### src/rtl/third_fsm_pkg.sv
// Shared definitions for the 1-0-1-1 serial sequence detector: state encoding,
// state width and the reference pattern used by benches and scoreboards.
package third_fsm_pkg;

  localparam int unsigned STATE_W = 3;
  localparam logic [3:0]  PATTERN = 4'b1011;

  typedef enum logic [STATE_W-1:0] {
    S0 = 3'b000,
    S1 = 3'b001,
    S2 = 3'b010,
    S3 = 3'b011,
    S4 = 3'b100
  } state_e;

endpackage

### src/rtl/third_fsm.sv
// Moore detector for the overlapping serial pattern 1-0-1-1 (oldest bit first);
// Output is high for one cycle while the FSM sits in the match state S4.
module third_fsm
  import third_fsm_pkg::*;
(
  input  logic clk,
  input  logic rst,
  input  logic x,
  output logic Output
);

  state_e state_q, state_d;

  always_ff @(posedge clk or negedge rst) begin
    if (!rst) state_q <= S0;
    else      state_q <= state_d;
  end

  // Unused codes 101/110/111 fall into the default and recover to S0.
  always_comb begin
    state_d = S0;
    case (state_q)
      S0:      state_d = x ? S1 : S0;
      S1:      state_d = x ? S1 : S2;
      S2:      state_d = x ? S3 : S0;
      S3:      state_d = x ? S4 : S2;
      S4:      state_d = x ? S1 : S2;
      default: state_d = S0;
    endcase
  end

  assign Output = (state_q == S4);

endmodule

### config.mk
export PLATFORM = sky130hd
export DESIGN_NAME = third_fsm
export DESIGN_NICKNAME = d
export VERILOG_FILES = /design/src/rtl/third_fsm_pkg.sv /design/src/rtl/third_fsm.sv
export SDC_FILE = /design/constraint.sdc
export NUM_CORES = 1
export LEC_CHECK = 0
export CORE_AREA = 5 5 42 44
export CTS_CLUSTER_SIZE = 16
export DETAILED_ROUTE_END_ITERATION = 8
export DIE_AREA = 0 0 47 49
export DONT_BUFFER_PORTS = 1
export PLACE_DENSITY_LB_ADDON = 0.1
export SLEW_MARGIN = 25
export SYNTH_ARGS = -nofsm -noshare
export SYNTH_HDL_FRONTEND = slang
export SYNTH_SLANG_ARGS = --single-unit
### constraint.sdc
create_clock -name clk -period 1.75 [get_ports clk]
set_input_delay 0.35 -clock clk [delete_from_list [all_inputs] [get_ports clk]]
set_output_delay 0.35 -clock clk [all_outputs]
set_load 0.05 [all_outputs]
* Yosys cells after proc, flatten, opt, wreduce, memory -nomap -nowiden *
Cells that the tools add are included.

storage, ports and cells
  output and inout bits = 1
  logic and storage cells = 12
  bits of input ports = 3
  register bits after elaboration = 3

cells by class
  reduce and logical (&&, ||, !) cells = 2
  multiplexer cells = 5
  equal/unequal tests = 4

operators by type and width
  operator                                                          count
  3-bit one-hot mux with 4 select lines                             1
  3-bit by 2-bit == test with 1-bit output (second input constant)  2
  2-bit 2-to-1 mux                                                  2
  3-bit by 1-bit == test with 1-bit output (second input constant)  1
  3-bit == test (second input constant)                             1
  3-bit logical NOT                                                 1
  3-bit 2-to-1 mux                                                  1
  2-bit OR reduction                                                1
  1-bit 2-to-1 mux                                                  1

* Depth between registers and ports, before layout *
Gate-level depths: netlist of run 1.

  word-level depth = 3
  mapped depth = 2
  depth with buffers taken out = 2

* Worst setup path after synthesis of run 1 *
OpenSTA, ideal clock, no wires.

  path type = register -> output
  start point = reg state_q[0]
  end point = out Output
  stages on the path, launching flop included = 2
  required time = 1,400 ps
  arrival = 1,575 ps
  path buffers = 0
  setup slack = -175 ps
  cells stage by stage = dfrtp_1 > nor3b_1

between the ends
  longest elaborated chain between the ends = 1

RTL lines
  what                    line             source
  start, declared         third_fsm.sv:12  state_e state_q, state_d;
  start signal, assigned  third_fsm.sv:16  else state_q <= state_d;
  3-bit == test           third_fsm.sv:32  assign Output = (state_q == S4);
  end, declared           third_fsm.sv:9   output logic Output

Every way passes these cells.

* Worst setup path after layout of run 1 *
  start point = reg state_q[2]
  end point = out Output

Same word-level chain as after synthesis.

==> impl_metrics.py, run 1 <==
metrics = {
    "cells_and_area": {
        "fillers": 159,
        "fin_util_pct": 15.1,
        "reg_top3": "state_q: 3 flops",
        "drive_above_1_share_pct": 33.3,
        "top_register": "state_q",
        "final_nets": 22,
        "syn_to_final_growth_pct": 48.2,
        "diodes": 0,
        "largest_reg_flops": 3,
        "fin_cells": 34,
    },
    "global_routing": {
        "antenna_found_initial": 0,
        "grt_busiest_layer": "met4",
        "track_usage_pct": 4.09,
        "grt_pass1_wl_um": 517,
        "gr-usage-met1_pct": 4.20,
        "grt_pass1_vias": 113,
        "met3_usage_pct": 5.54,
        "grt_max_degree": 8,
        "overflow": 0,
        "grtUsageMet2_pct": 2.04,
    },
    "critical_path": {
        "r2r_cells": 2,
        "slowest_stage": "dfrtp_1",
        "crit_buf_inv": 1,
        "max_stage_delay_ns": 0.42,
        "worst-path-max-fanout": 7,
        "startpoint_type": "flip-flop",
        "worstSetupPathType": "reg2out",
        "cp_data_arrival_time_ns": 1.06,
        "regToRegEndpoint": "state_q[1]",
        "ff2ff_setup_slack_ns": 0.67,
        "cp_cell_sequence": "nor3b_2 > buf_4",
        "critPathCaptureType": "output pin",
        "cpLargestDelayFamily": "flip-flops",
        "required_ns": 1.40,
        "rr_startpoint": "state_q[0]",
    },
    "clock_network": {
        "htreeDepth": 1,
        "max-clock-path-buffers": 2,
        "cts_setup_buffers": 0,
        "clk_latency_ns": 0.24,
        "root_buffer": "clkbuf_4",
        "cts_inserted_buffers": 3,
        "cts_sinks": 3,
        "cts_resized": 0,
        "clk_pin_slew_worst_paths_ns": 0.03,
        "cts_tree": "built",
        "hold_buffers": 1,
    },
    "sta": {
        "setup_viol": 0,
        "tns_ns": 0,
        "hold_viol_final": 0,
        "drv_slew": 0,
        "rsz0062_at_grt": "false",
        "worst_pin_slew_ns": 0.211,
        "relSlewSlack_pct": 85.7,
        "fmax_mhz": 707,
        "period_share_pct": 80.8,
        "fin_skew_ns": 0.00125,
        "min_period_ns": 1.41,
    },
    "route": {
        "drtIter0Drc": 6,
        "drc": 0,
        "avgViaCountPerCell": 3.50,
        "vias": 119,
        "ant_nets": 0,
        "drt_wl_total_um": 293,
        "wire_per_inst_um": 8.62,
        "first_pass_iters": 4,
    },
    "pwr": {
        "leakagePower_nw": 0.0868,
        "seqPwrFrac_pct": 37.6,
        "pwr-share-clk_pct": 54.6,
        "switching_share_pct": 23.6,
        "combPwrFrac_pct": 7.8,
        "p_switching_mw": 0.0531,
        "p_int_mw": 0.172,
        "power.density_nw_per_um2": 1060,
        "ir_worst_vdd_uv": 314,
    },
    "placement": {
        "io_buffers": 0,
        "dp_cells": 29,
        "gp_congestion": 0.560,
        "dp_hpwl_um": 202,
    },
    "synthesis": {
        "synth_cell_types": 9,
        "syn_nets": 15,
        "ys_warn_count": 0,
        "syn_area_sq_um": 143,
        "syn_inst": 12,
        "avgSynthCellArea_sq_um": 11.9,
        "synth-seq-area-share_pct": 52.6,
        "synth-seq-cells": 3,
    },
    "die": {
        "core_sq_um": 1400,
        "rows": 14,
        "die_x_um": 47,
        "io_pins": 4,
        "start_util_pct": 10.2,
        "die-area_sq_um": 2300,
        "dieHeight_um": 49,
    },
    "min_path": {
        "hold_class": "in2reg",
        "hold_depth": 1,
        "min_to": "state_q[0]",
        "min_from": "x",
    },
    "outcome": {
        "status": "completed",
    },
    "job": {
        "maxCapViolCount": 0,
    },
}
[Yosys cell counts]
master | instances | area share [%]
o21a_1 | 1 | 5.3
nor4bb_1 | 1 | 7.0
and4b_2 | 1 | 7.9
a21oi_1 | 1 | 3.5
nor3b_1 | 2 | 11
or3_1 | 1 | 4.4
dfrtp_1 | 3 | 53
nor4b_1 | 1 | 6.1
nor2_1 | 1 | 2.6
[stage by stage]
step	area (sq um)	hold slack, ns	total power [mW]	worst slack [ns]
global route	211	0.218	0.247	0.221
finish	211	0.236	0.225	0.335
floorplan	148	0.0544	0.0966	0.314
global placement	175	0.0545	0.102	0.564
detailed placement	175	0.0545	0.100	0.580
CTS	211	0.230	0.231	0.325
[cells by family after synthesis]
| kind of cell | after synthesis | share of synthesized area, % |
|---|---|---|
| and+or+nand+nor | 7 | 38.6 |
| AOI/OAI and AO/OA | 2 | 8.77 |
| DFF | 3 | 52.6 |
[cell type report]
type / instances / area, sq um / area share [%]
Tap cell: 16 / 20.0 / 9.47
Multi-Input combinational cell: 9 / 72.6 / 34.3
Timing Repair Buffer: 2 / 17.5 / 8.28
Sequential cell: 3 / 75.1 / 35.5
Clock buffer: 4 / 26.3 / 12.4
[how the worst max path moves through the flow]
stage                          start      to  slack [ns]  depth (start not counted)
after floorplan           state_q[0]  Output        0.31                          1
after global placement    state_q[2]  Output        0.56                          2
after detailed placement  state_q[2]  Output        0.58                          2
after CTS                 state_q[2]  Output        0.32                          2
after global routing      state_q[2]  Output        0.22                          2
final                     state_q[2]  Output        0.34                          2
[layout by cell type (no fill, tap or decap)]
| cell type | instances |
|---|---|
| a21oi_1 | 1 |
| and4b_2 | 1 |
| buf_4 | 1 |
| clkbuf_1 | 1 |
| clkbuf_4 | 3 |
| dfrtp_1 | 3 |
| dlygate4sd3_1 | 1 |
| nor2_1 | 1 |
| nor3b_1 | 1 |
| nor3b_2 | 1 |
| nor4b_1 | 1 |
| nor4bb_1 | 1 |
| o21a_1 | 1 |
| or3_1 | 1 |
[layer usage]
metal,part of all wire (%),vias to the layer above
met5,0,-
met4,7.5,0
met3,19,2
met2,31,7
met1,42,51
li1,-,59
[worst register-to-register path, delay by kind of cell (launching register included)]
| family | cells | cell delay (ns) |
|---|---|---|
| AND/OR/NAND/NOR | 2 | 0.53 |
| flip-flops | 1 | 0.43 |
[power by group through the flow]
stage | registers, mW | logic [mW] | clock network [mW]
global route | 0.0859 | 0.0196 | 0.142
detailed placement | 0.0852 | 0.0151 | 0
CTS | 0.0842 | 0.0181 | 0.129
global placement | 0.0867 | 0.0154 | 0
finish | 0.0846 | 0.0177 | 0.123
floorplan | 0.0833 | 0.0133 | 0
Note: power is estimated with default switching activity, not from simulation.
==> run 2: changes to the inputs <==
==> constraint.sdc (replaced) <==
create_clock -name clk -period 1.3 [get_ports clk]
set_input_delay 0.26 -clock clk [delete_from_list [all_inputs] [get_ports clk]]
set_output_delay 0.26 -clock clk [all_outputs]
set_load 0.05 [all_outputs]
==> run 2 against run 1 <==
First-iteration DRC count shrank 67%. Flip-flop and latch count is the same. Register-to-register slack lost 0.58 ns. Final cell count grew 8.8%. Via count grew 15%. Critical path depth is the same. Die area is the same. Clock power grew 30%. Total power grew 42%. Routed wire length grew 19%. Sequential power grew 31%. Critical endpoint unchanged. Highest routed layer is now met3.
==> impl_metrics.py, run 2 (synthesis gave the netlist of run 1 again) <==
metrics = {
    "route": {
        "first_pass_iters": 2,
        "drtIter0Drc": 2,
        "avgViaCountPerCell": 3.70,
        "drc": 0,
        "wirelength_met1_um": 126,
        "wire_per_inst_um": 9.41,
        "highest_layer": "met3",
        "drt_wl_total_um": 348,
        "dr_wl_met2_um": 199,
        "vias": 137,
        "dr_wl_met3_um": 22,
        "ant_nets": 0,
    },
    "cells_and_area": {
        "largest_reg_flops": 3,
        "diodes": 0,
        "layout_common_cells": "3 x clkbuf_4, 3 x buf_4, 2 x dfrtp_2",
        "reg_top3": "state_q: 3 flops",
        "final_nets": 25,
        "syn_to_final_growth_pct": 78.9,
        "fillers": 168,
        "fin_area_sq_um": 255,
        "drive_above_1_share_pct": 52.4,
        "top_register": "state_q",
        "fin_util_pct": 18.2,
    },
    "sta": {
        "fmax_mhz": 774,
        "fin_ws_ns": 0.00863,
        "setup_viol": 0,
        "hold_viol_final": 0,
        "worst_pin_slew_ns": 0.214,
        "relSlewSlack_pct": 85.5,
        "drv_slew": 0,
        "min_period_ns": 1.29,
        "fin_skew_ns": 0.00271,
        "period_share_pct": 99.3,
        "rsz0062_at_grt": "true",
    },
    "global_routing": {
        "antenna_found_initial": 0,
        "grt_max_degree": 7,
        "grt_pass1_wl_um": 579,
        "grt_pass1_vias": 160,
        "track_usage_pct": 3.95,
        "overflow": 0,
    },
    "critical_path": {
        "startpoint_type": "flip-flop",
        "required_ns": 1.04,
        "worstSetupPathType": "reg2out",
        "worst-path-max-fanout": 2,
        "critPathCaptureType": "output pin",
        "cp_data_arrival_time_ns": 1.03,
        "rr_startpoint": "state_q[0]",
        "critPathLaunch": "state_q[1]",
    },
    "clock_network": {
        "cts_inserted_buffers": 3,
        "root_buffer": "clkbuf_4",
        "clk_latency_ns": 0.23,
        "htreeDepth": 1,
        "max-clock-path-buffers": 2,
        "clk_pin_slew_worst_paths_ns": 0.03,
        "cts_tree": "built",
        "cts_sinks": 3,
    },
    "job": {
        "maxCapViolCount": 0,
    },
    "die": {
        "start_util_pct": 10.2,
        "io_pins": 4,
        "dieHeight_um": 49,
        "rows": 14,
        "core_sq_um": 1400,
        "die_x_um": 47,
        "die-area_sq_um": 2300,
    },
    "outcome": {
        "status": "completed",
    },
    "pwr": {
        "leakagePower_nw": 0.104,
        "power.density_nw_per_um2": 1250,
        "total_power_mw": 0.319,
        "ir_worst_vdd_uv": 415,
    },
    "placement": {
        "io_buffers": 0,
        "placed_area_sq_um": 194,
        "gp_congestion": 0.675,
        "pre_cts_ws_ns": 0.168,
    },
    "min_path": {
        "hold_class": "in2reg",
        "min_from": "x",
    },
}
## run 2: final cells by class
class / count / area [sq um] / area share [%]
sequential: 3 / 77.6 / 30.4
multi-input combinational: 9 / 78.8 / 30.9
clock buffer: 4 / 26.3 / 10.3
timing repair buffer: 5 / 52.6 / 20.6
tap: 16 / 20.0 / 7.84
## run 2: through the flow
stage | hold WS, ns | setup TNS, ns | instances
6_report | 0.151 | 0 | 37
5_1_grt | 0.155 | -0.0410 | 37
4_1_cts | 0.143 | -0.0143 | 37
3_5_place_dp | -0.0355 | 0 | 29
3_3_place_gp | -0.0355 | 0 | 29
2_1_floorplan | -0.0356 | 0 | 12
## run 2: power breakdown
group	switching, mW	internal [mW]	total (mW)
registers	0.00833	0.103	0.111
clock network	0.0452	0.115	0.160
logic	0.0199	0.0272	0.0471
total	0.0734	0.245	0.319
## run 2: worst paths after layout
check | slack (ns) | end | depth (start not counted)
max | 0.009 | Output | 2
min | 0.15 | state_q[0] | 1
max reg2reg | 0.09 | state_q[1] | 3
min reg2reg | 0.71 | state_q[0] | 3
max in group asynchronous | 0.86 | state_q[0] | 1
min in group asynchronous | 0.28 | state_q[2] | 1
## run 2: per-layer routing
metal  vias up  track usage, %
li1         64               -
met1        70            3.10
met2         3            6.11
met3         0            1.11
met4         0            5.53
met5         -               0
## run 2: critical path, stage by stage (launching register included)
cell	delay [ns]
dfrtp_2	0.41
nor3b_4	0.23
buf_12	0.16
## run 2: what timing repair did
action,4_1_cts,5_1_grt
resized for setup,2,0
hold buffers,1,0
setup buffers,3,0
setup endpoints to repair,1,1
pin swaps,1,1
endpoints found under the hold margin,3,0
